### config.mk
export PLATFORM = sky130hd
export DESIGN_NAME = sayuru_port_arbiter
export DESIGN_NICKNAME = d
export VERILOG_FILES = /design/src/rtl/sayuru_port_arbiter.sv
export SDC_FILE = /design/constraint.sdc
export NUM_CORES = 1
export LEC_CHECK = 0
export BUFFER_PORTS_ARGS = -buffer_cell sky130_fd_sc_hd__buf_4
export CORE_ASPECT_RATIO = 1.5
export CORE_MARGIN = 4
export CORE_UTILIZATION = 47
export CTS_CLUSTER_DIAMETER = 60
export DETAILED_ROUTE_END_ITERATION = 12
export GPL_ROUTABILITY_DRIVEN = 0
export PLACE_DENSITY = 0.95
export RECOVER_POWER = 100
export SLEW_MARGIN = 20
export SYNTH_ARGS = -nofsm -noshare
export SYNTH_HDL_FRONTEND = slang
export SYNTH_SLANG_ARGS = --single-unit
### constraint.sdc
create_clock -name clk -period 6.6 [get_ports clk]
set_input_delay 1.32 -clock clk [delete_from_list [all_inputs] [get_ports clk]]
set_output_delay 1.32 -clock clk [all_outputs]
set_load 0.05 [all_outputs]
### src/rtl/sayuru_port_arbiter.sv
// Two-port request arbiter in front of a single cache port.
// One transaction is outstanding at a time. The winner is chosen in IDLE and
// its payload is latched. The request is then held toward the cache until it
// is granted, and the single response is routed back to the winning port.
module sayuru_port_arbiter #(
  parameter int unsigned ADDR_WIDTH = 16,
  parameter int unsigned DATA_WIDTH = 32
) (
  input  logic                        clk,
  input  logic                        rst_n,
  // requester side
  input  logic [1:0]                  in_req_i,
  output logic [1:0]                  in_gnt_o,
  output logic [1:0]                  in_rvalid_o,
  input  logic [2*ADDR_WIDTH-1:0]     in_addr_i,
  input  logic [1:0]                  in_we_i,
  input  logic [2*(DATA_WIDTH/8)-1:0] in_be_i,
  input  logic [2*DATA_WIDTH-1:0]     in_wdata_i,
  output logic [DATA_WIDTH-1:0]       in_rdata_o,
  // cache side
  output logic                        out_req_o,
  input  logic                        out_gnt_i,
  input  logic                        out_rvalid_i,
  output logic [ADDR_WIDTH-1:0]       out_addr_o,
  output logic                        out_we_o,
  output logic [(DATA_WIDTH/8)-1:0]   out_be_o,
  output logic [DATA_WIDTH-1:0]       out_wdata_o,
  input  logic [DATA_WIDTH-1:0]       out_rdata_i,
  // status
  output logic                        busy_o,
  output logic [31:0]                 conflict_count
);

  localparam int unsigned BW = DATA_WIDTH / 8;

  typedef enum logic [1:0] {
    IDLE,
    ISSUE,
    RESP
  } state_e;

  state_e                  state_q, state_d;
  logic                    prio_q, prio_d;
  logic                    win_q, win_d;
  logic [ADDR_WIDTH-1:0]   addr_q, addr_d;
  logic                    we_q, we_d;
  logic [BW-1:0]           be_q, be_d;
  logic [DATA_WIDTH-1:0]   wdata_q, wdata_d;
  logic [31:0]             conflict_q, conflict_d;
  logic                    out_req_q, out_req_d;
  logic                    busy_q, busy_d;

  logic                    contended;
  logic                    pick;
  logic                    grant_fire;
  logic                    resp_fire;
  logic [ADDR_WIDTH-1:0]   sel_addr;
  logic                    sel_we;
  logic [BW-1:0]           sel_be;
  logic [DATA_WIDTH-1:0]   sel_wdata;

  // Arbitration: a lone request wins outright, a contended one follows the pointer.
  // The grant is gated by rst_n because the state already reads IDLE during reset.
  always_comb begin
    contended  = (in_req_i == 2'b11);
    pick       = contended ? prio_q : in_req_i[1];
    grant_fire = rst_n && (state_q == IDLE) && (in_req_i != 2'b00);
    in_gnt_o   = 2'b00;
    if (grant_fire) begin
      in_gnt_o = pick ? 2'b10 : 2'b01;
    end
  end

  // Payload selection for the winning requester.
  always_comb begin
    sel_addr  = pick ? in_addr_i[2*ADDR_WIDTH-1:ADDR_WIDTH] : in_addr_i[ADDR_WIDTH-1:0];
    sel_we    = pick ? in_we_i[1] : in_we_i[0];
    sel_be    = pick ? in_be_i[2*BW-1:BW] : in_be_i[BW-1:0];
    sel_wdata = pick ? in_wdata_i[2*DATA_WIDTH-1:DATA_WIDTH] : in_wdata_i[DATA_WIDTH-1:0];
  end

  // Next-state, payload latch, priority pointer and conflict counter.
  always_comb begin
    state_d    = state_q;
    prio_d     = prio_q;
    win_d      = win_q;
    addr_d     = addr_q;
    we_d       = we_q;
    be_d       = be_q;
    wdata_d    = wdata_q;
    conflict_d = conflict_q;

    case (state_q)
      IDLE: begin
        if (in_req_i != 2'b00) begin
          state_d = ISSUE;
          win_d   = pick;
          addr_d  = sel_addr;
          we_d    = sel_we;
          be_d    = sel_be;
          wdata_d = sel_wdata;
          if (contended) begin
            prio_d = ~pick;
          end
        end
        if (contended && (conflict_q != '1)) begin
          conflict_d = conflict_q + 32'd1;
        end
      end
      ISSUE: begin
        if (out_gnt_i) begin
          state_d = out_rvalid_i ? IDLE : RESP;
        end
      end
      RESP: begin
        if (out_rvalid_i) begin
          state_d = IDLE;
        end
      end
      default: begin
        state_d = IDLE;
      end
    endcase

    out_req_d = (state_d == ISSUE);
    busy_d    = (state_d != IDLE);
  end

  // Response routing: a response is accepted in RESP, or in ISSUE when it arrives with the grant.
  always_comb begin
    resp_fire   = out_rvalid_i &&
                  ((state_q == RESP) || ((state_q == ISSUE) && out_gnt_i));
    in_rvalid_o = 2'b00;
    if (resp_fire) begin
      in_rvalid_o = win_q ? 2'b10 : 2'b01;
    end
  end

  // All arbiter state, including the registered request/busy outputs.
  always_ff @(posedge clk or negedge rst_n) begin
    if (!rst_n) begin
      state_q    <= IDLE;
      prio_q     <= 1'b0;
      win_q      <= 1'b0;
      addr_q     <= '0;
      we_q       <= 1'b0;
      be_q       <= '0;
      wdata_q    <= '0;
      conflict_q <= '0;
      out_req_q  <= 1'b0;
      busy_q     <= 1'b0;
    end else begin
      state_q    <= state_d;
      prio_q     <= prio_d;
      win_q      <= win_d;
      addr_q     <= addr_d;
      we_q       <= we_d;
      be_q       <= be_d;
      wdata_q    <= wdata_d;
      conflict_q <= conflict_d;
      out_req_q  <= out_req_d;
      busy_q     <= busy_d;
    end
  end

  assign out_req_o      = out_req_q;
  assign busy_o         = busy_q;
  assign out_addr_o     = addr_q;
  assign out_we_o       = we_q;
  assign out_be_o       = be_q;
  assign out_wdata_o    = wdata_q;
  assign in_rdata_o     = out_rdata_i;
  assign conflict_count = conflict_q;

endmodule

==> flow_summary.json <==
{
  "synthCells": 438,
  "antennaDiodeCount": 0,
  "yosysTopAreaCell": "dfrtp_1",
  "clk_pin_slew_ps": 70,
  "grt_pass1_vias": 4044,
  "clkPwrFrac_pct": 18.9,
  "fin_setup_tns_ps": 0,
  "place_area_sq_um": 5880,
  "synth_top_family_by_area": "simple AND/OR/NAND/NOR gates",
  "io_pins": 267,
  "synth_xor_area_share_pct": 5.43,
  "cts_resized": 0,
  "start_util_pct": 48.5,
  "grt_use_total_pct": 24.2,
  "syn-cell-area_sq_um": 4510,
  "status": "finished, violations left",
  "finalWorstSetupSlack_ps": 1570,
  "setup_violations": 0,
  "regArea_sq_um": 2280,
  "multi_input_area_sq_um": 1870,
  "cts_tree": "done",
  "p_leak_nw": 2.75,
  "fill_cells": 819,
  "vias": 3914,
  "p_total_mw": 2.70,
  "drt-initial-drc-count": 126,
  "slew_headroom_pct": -49.2,
  "syn_to_final_growth_pct": 28.4,
  "final_core_util_pct": 62.3,
  "drv_cap": 3,
  "placed_cells": 701,
  "rsz0062_at_grt": "no",
  "power_per_cell_area_nw_per_um2": 465,
  "cp.required_ps": 5280,
  "coreArea_sq_um": 9310,
  "ys_ff_latch": 91,
  "seq_area_frac_synth_pct": 50.5,
  "finish.instance_area_sq_um": 5800,
  "overflow": 0,
  "cp_cell_sequence": "clkbuf_1, nor4b_1, buf_4",
  "min_path_type": "flip-flop to flip-flop",
  "vdd_drop_max_uv": 278,
  "yosysTopAreaCellShare_pct": 50.5,
  "post-cts-setup-buffers": 0,
  "skew_ps": 6.84,
  "final_cell_mix": "110 x buf_4, 93 x clkbuf_1, 91 x dfrtp_1",
  "cts_root_buf": "clkbuf_16",
  "worst-path-max-fanout": 44,
  "worstPathArrival_ps": 3710,
  "cp_slowest_cell": "clkbuf_1",
  "worstSetupPathType": "primary input to output port",
  "synthSimpleGateAreaFrac_pct": 15.4,
  "postSynthAreaPerCell_sq_um": 10.3,
  "synthMuxAreaShare_pct": 12.2,
  "synthAdderAreaFrac_pct": 0.277,
  "final_common_cell": "buf_4",
  "worst-path-buf-inv": 2,
  "rows": 43,
  "port_buffers": 202,
  "die_w_um": 88.0,
  "min_period_ps": 5030,
  "violations": "max-capacitance violations, max-slew violations",
  "hold_viol_final": 0,
  "slew_violations": 85,
  "grt_pass1_wl_um": 20600,
  "clock_latency_ps": 340,
  "netlist_top_cells_area": "dfrtp_1 50%, mux2i_1 12%, a21oi_1 6.1%",
  "nNetsFinal": 745,
  "die_h_um": 128,
  "p_sw_mw": 1.36,
  "routed_via_density": 5.46,
  "htree_num_levels": 3,
  "dieArea_sq_um": 11300,
  "numCtsBuffers": 9,
  "hold_slack_ps": 513,
  "yosysWarnings": 0,
  "period_share_pct": 76.1,
  "grt_antenna_before_repair": 0,
  "preCtsSetupSlack_ps": 2510,
  "cp_top_family": "buffers and inverters",
  "cts_buffer_depth": 2,
  "routed_wl_um": 14000,
  "drcViolationCount": 0,
  "cts_sinks": 91,
  "fmax_mhz": 199,
  "hpwlAfterDp_um": 10900,
  "ctsHoldBuffers": 0,
  "p_comb_share_pct": 48.5,
  "end_kind": "output port",
  "synth-compound-area-share_pct": 8.51,
  "synth_nets": 583,
  "swShare_pct": 50.4,
  "worst_slew_pin_slew_ps": 2240,
  "dr.pass1.iters": 4,
  "instances_no_fill": 717,
  "grt_max_degree": 110,
  "cpPeakStageDelay_ps": 1560,
  "p_int_mw": 1.34,
  "antenna_left": 0,
  "power_frac_seq_pct": 32.6,
  "wl_per_cell_um": 19.5,
  "startpoint_type": "primary input",
  "drive_above_1_share_pct": 22.5,
  "ys_types": 45
}
## cell type report
| type | instances | area share, % |
|---|---|---|
| multi-input cells | 289 | 32.3 |
| clock inverters | 6 | 1.12 |
| repair buffers | 204 | 20.4 |
| clock buffers | 10 | 4.12 |
| inverters | 5 | 0.324 |
| flip-flops and latches | 91 | 39.3 |
| well taps | 112 | 2.42 |
## cells in the mapped netlist
library cell,number
nand4_4,1
nor4b_2,1
o21a_1,1
nand3_2,1
nand3_1,10
xor2_1,13
nor4b_1,1
nand4b_1,1
nor3_1,5
o311ai_0,1
nor2b_1,2
a2111oi_4,1
mux2i_1,54
and4b_1,1
nand2_1,15
o31ai_1,1
nor4bb_1,1
or3_1,2
or4_1,2
mux2_2,1
buf_4,32
nor2_1,71
nand4_2,1
or4_4,1
dfrtp_1,91
o21ai_0,1
o211ai_1,1
buf_1,6
xnor2_1,15
and4_1,1
inv_1,5
a21oi_1,55
a21o_1,2
buf_2,7
nor3_2,2
ha_1,1
o31a_1,1
nand4_1,7
or2_2,2
a311oi_1,1
a31oi_1,2
or3b_1,1
and3_1,7
clkbuf_1,8
nor4_1,2
## sequential cells by signal (all words and copies together) (netlist names)
register,count
conflict_count,32
out_wdata_o,32
out_addr_o,16
out_be_o,4
state_q,2
busy_o,1
out_req_o,1
out_we_o,1
prio_q,1
win_q,1
## power by group through the flow
stage	clock (mW)	combinational [mW]	sequential, mW
2_1_floorplan	0	0.425	1.49
3_3_place_gp	0	1.43	0.878
3_5_place_dp	0	1.47	0.889
4_1_cts	0.522	1.47	0.884
5_1_grt	0.547	1.38	0.905
6_report	0.509	1.31	0.880
## logic make-up (layout without fill, tap and decap cells)
logic type | count (synthesis) | in the layout
compound gates | 67 | 67
flops | 91 | 91
xor+xnor | 28 | 28
fa+ha+maj | 1 | 1
mux | 55 | 55
buf+inv | 58 | 225
simple gates | 138 | 138
## worst register-to-register path: stages (launching register included)
cell	delay (ps)
dfrtp_1	470
nor4bb_1	1050
nand3_1	240
a2111oi_0	1410
nand4_1	260
xnor2_1	190
## metal layers
layer | wire, um | vias up | GRT usage, %
met1 | 4200 | 1835 | 22.5
met4 | 612 | 0 | 12.0
met3 | 1890 | 58 | 11.9
li1 | - | 1803 | -
met2 | 7270 | 218 | 42.9
met5 | 0 | - | 0
## path summary, 6_finish.rpt
check                      cells after the start                            from                              to  slack, ps
setup / recovery                               3                           rst_n                     in_gnt_o[1]       1570
hold reg to reg                                1  conflict_count[15]$_DFFE_PN0P_  conflict_count[15]$_DFFE_PN0P_        510
max in group asynchronous                      2                           rst_n     out_wdata_o[30]$_DFFE_PN0P_       3330
setup reg to reg                               5            state_q[0]$_DFF_PN0_  conflict_count[29]$_DFFE_PN0P_       2870
hold / removal                                 1  conflict_count[15]$_DFFE_PN0P_  conflict_count[15]$_DFFE_PN0P_        510
min in group asynchronous                      1                           rst_n            state_q[0]$_DFF_PN0_       1640
Power figures use the tool's default switching activity.
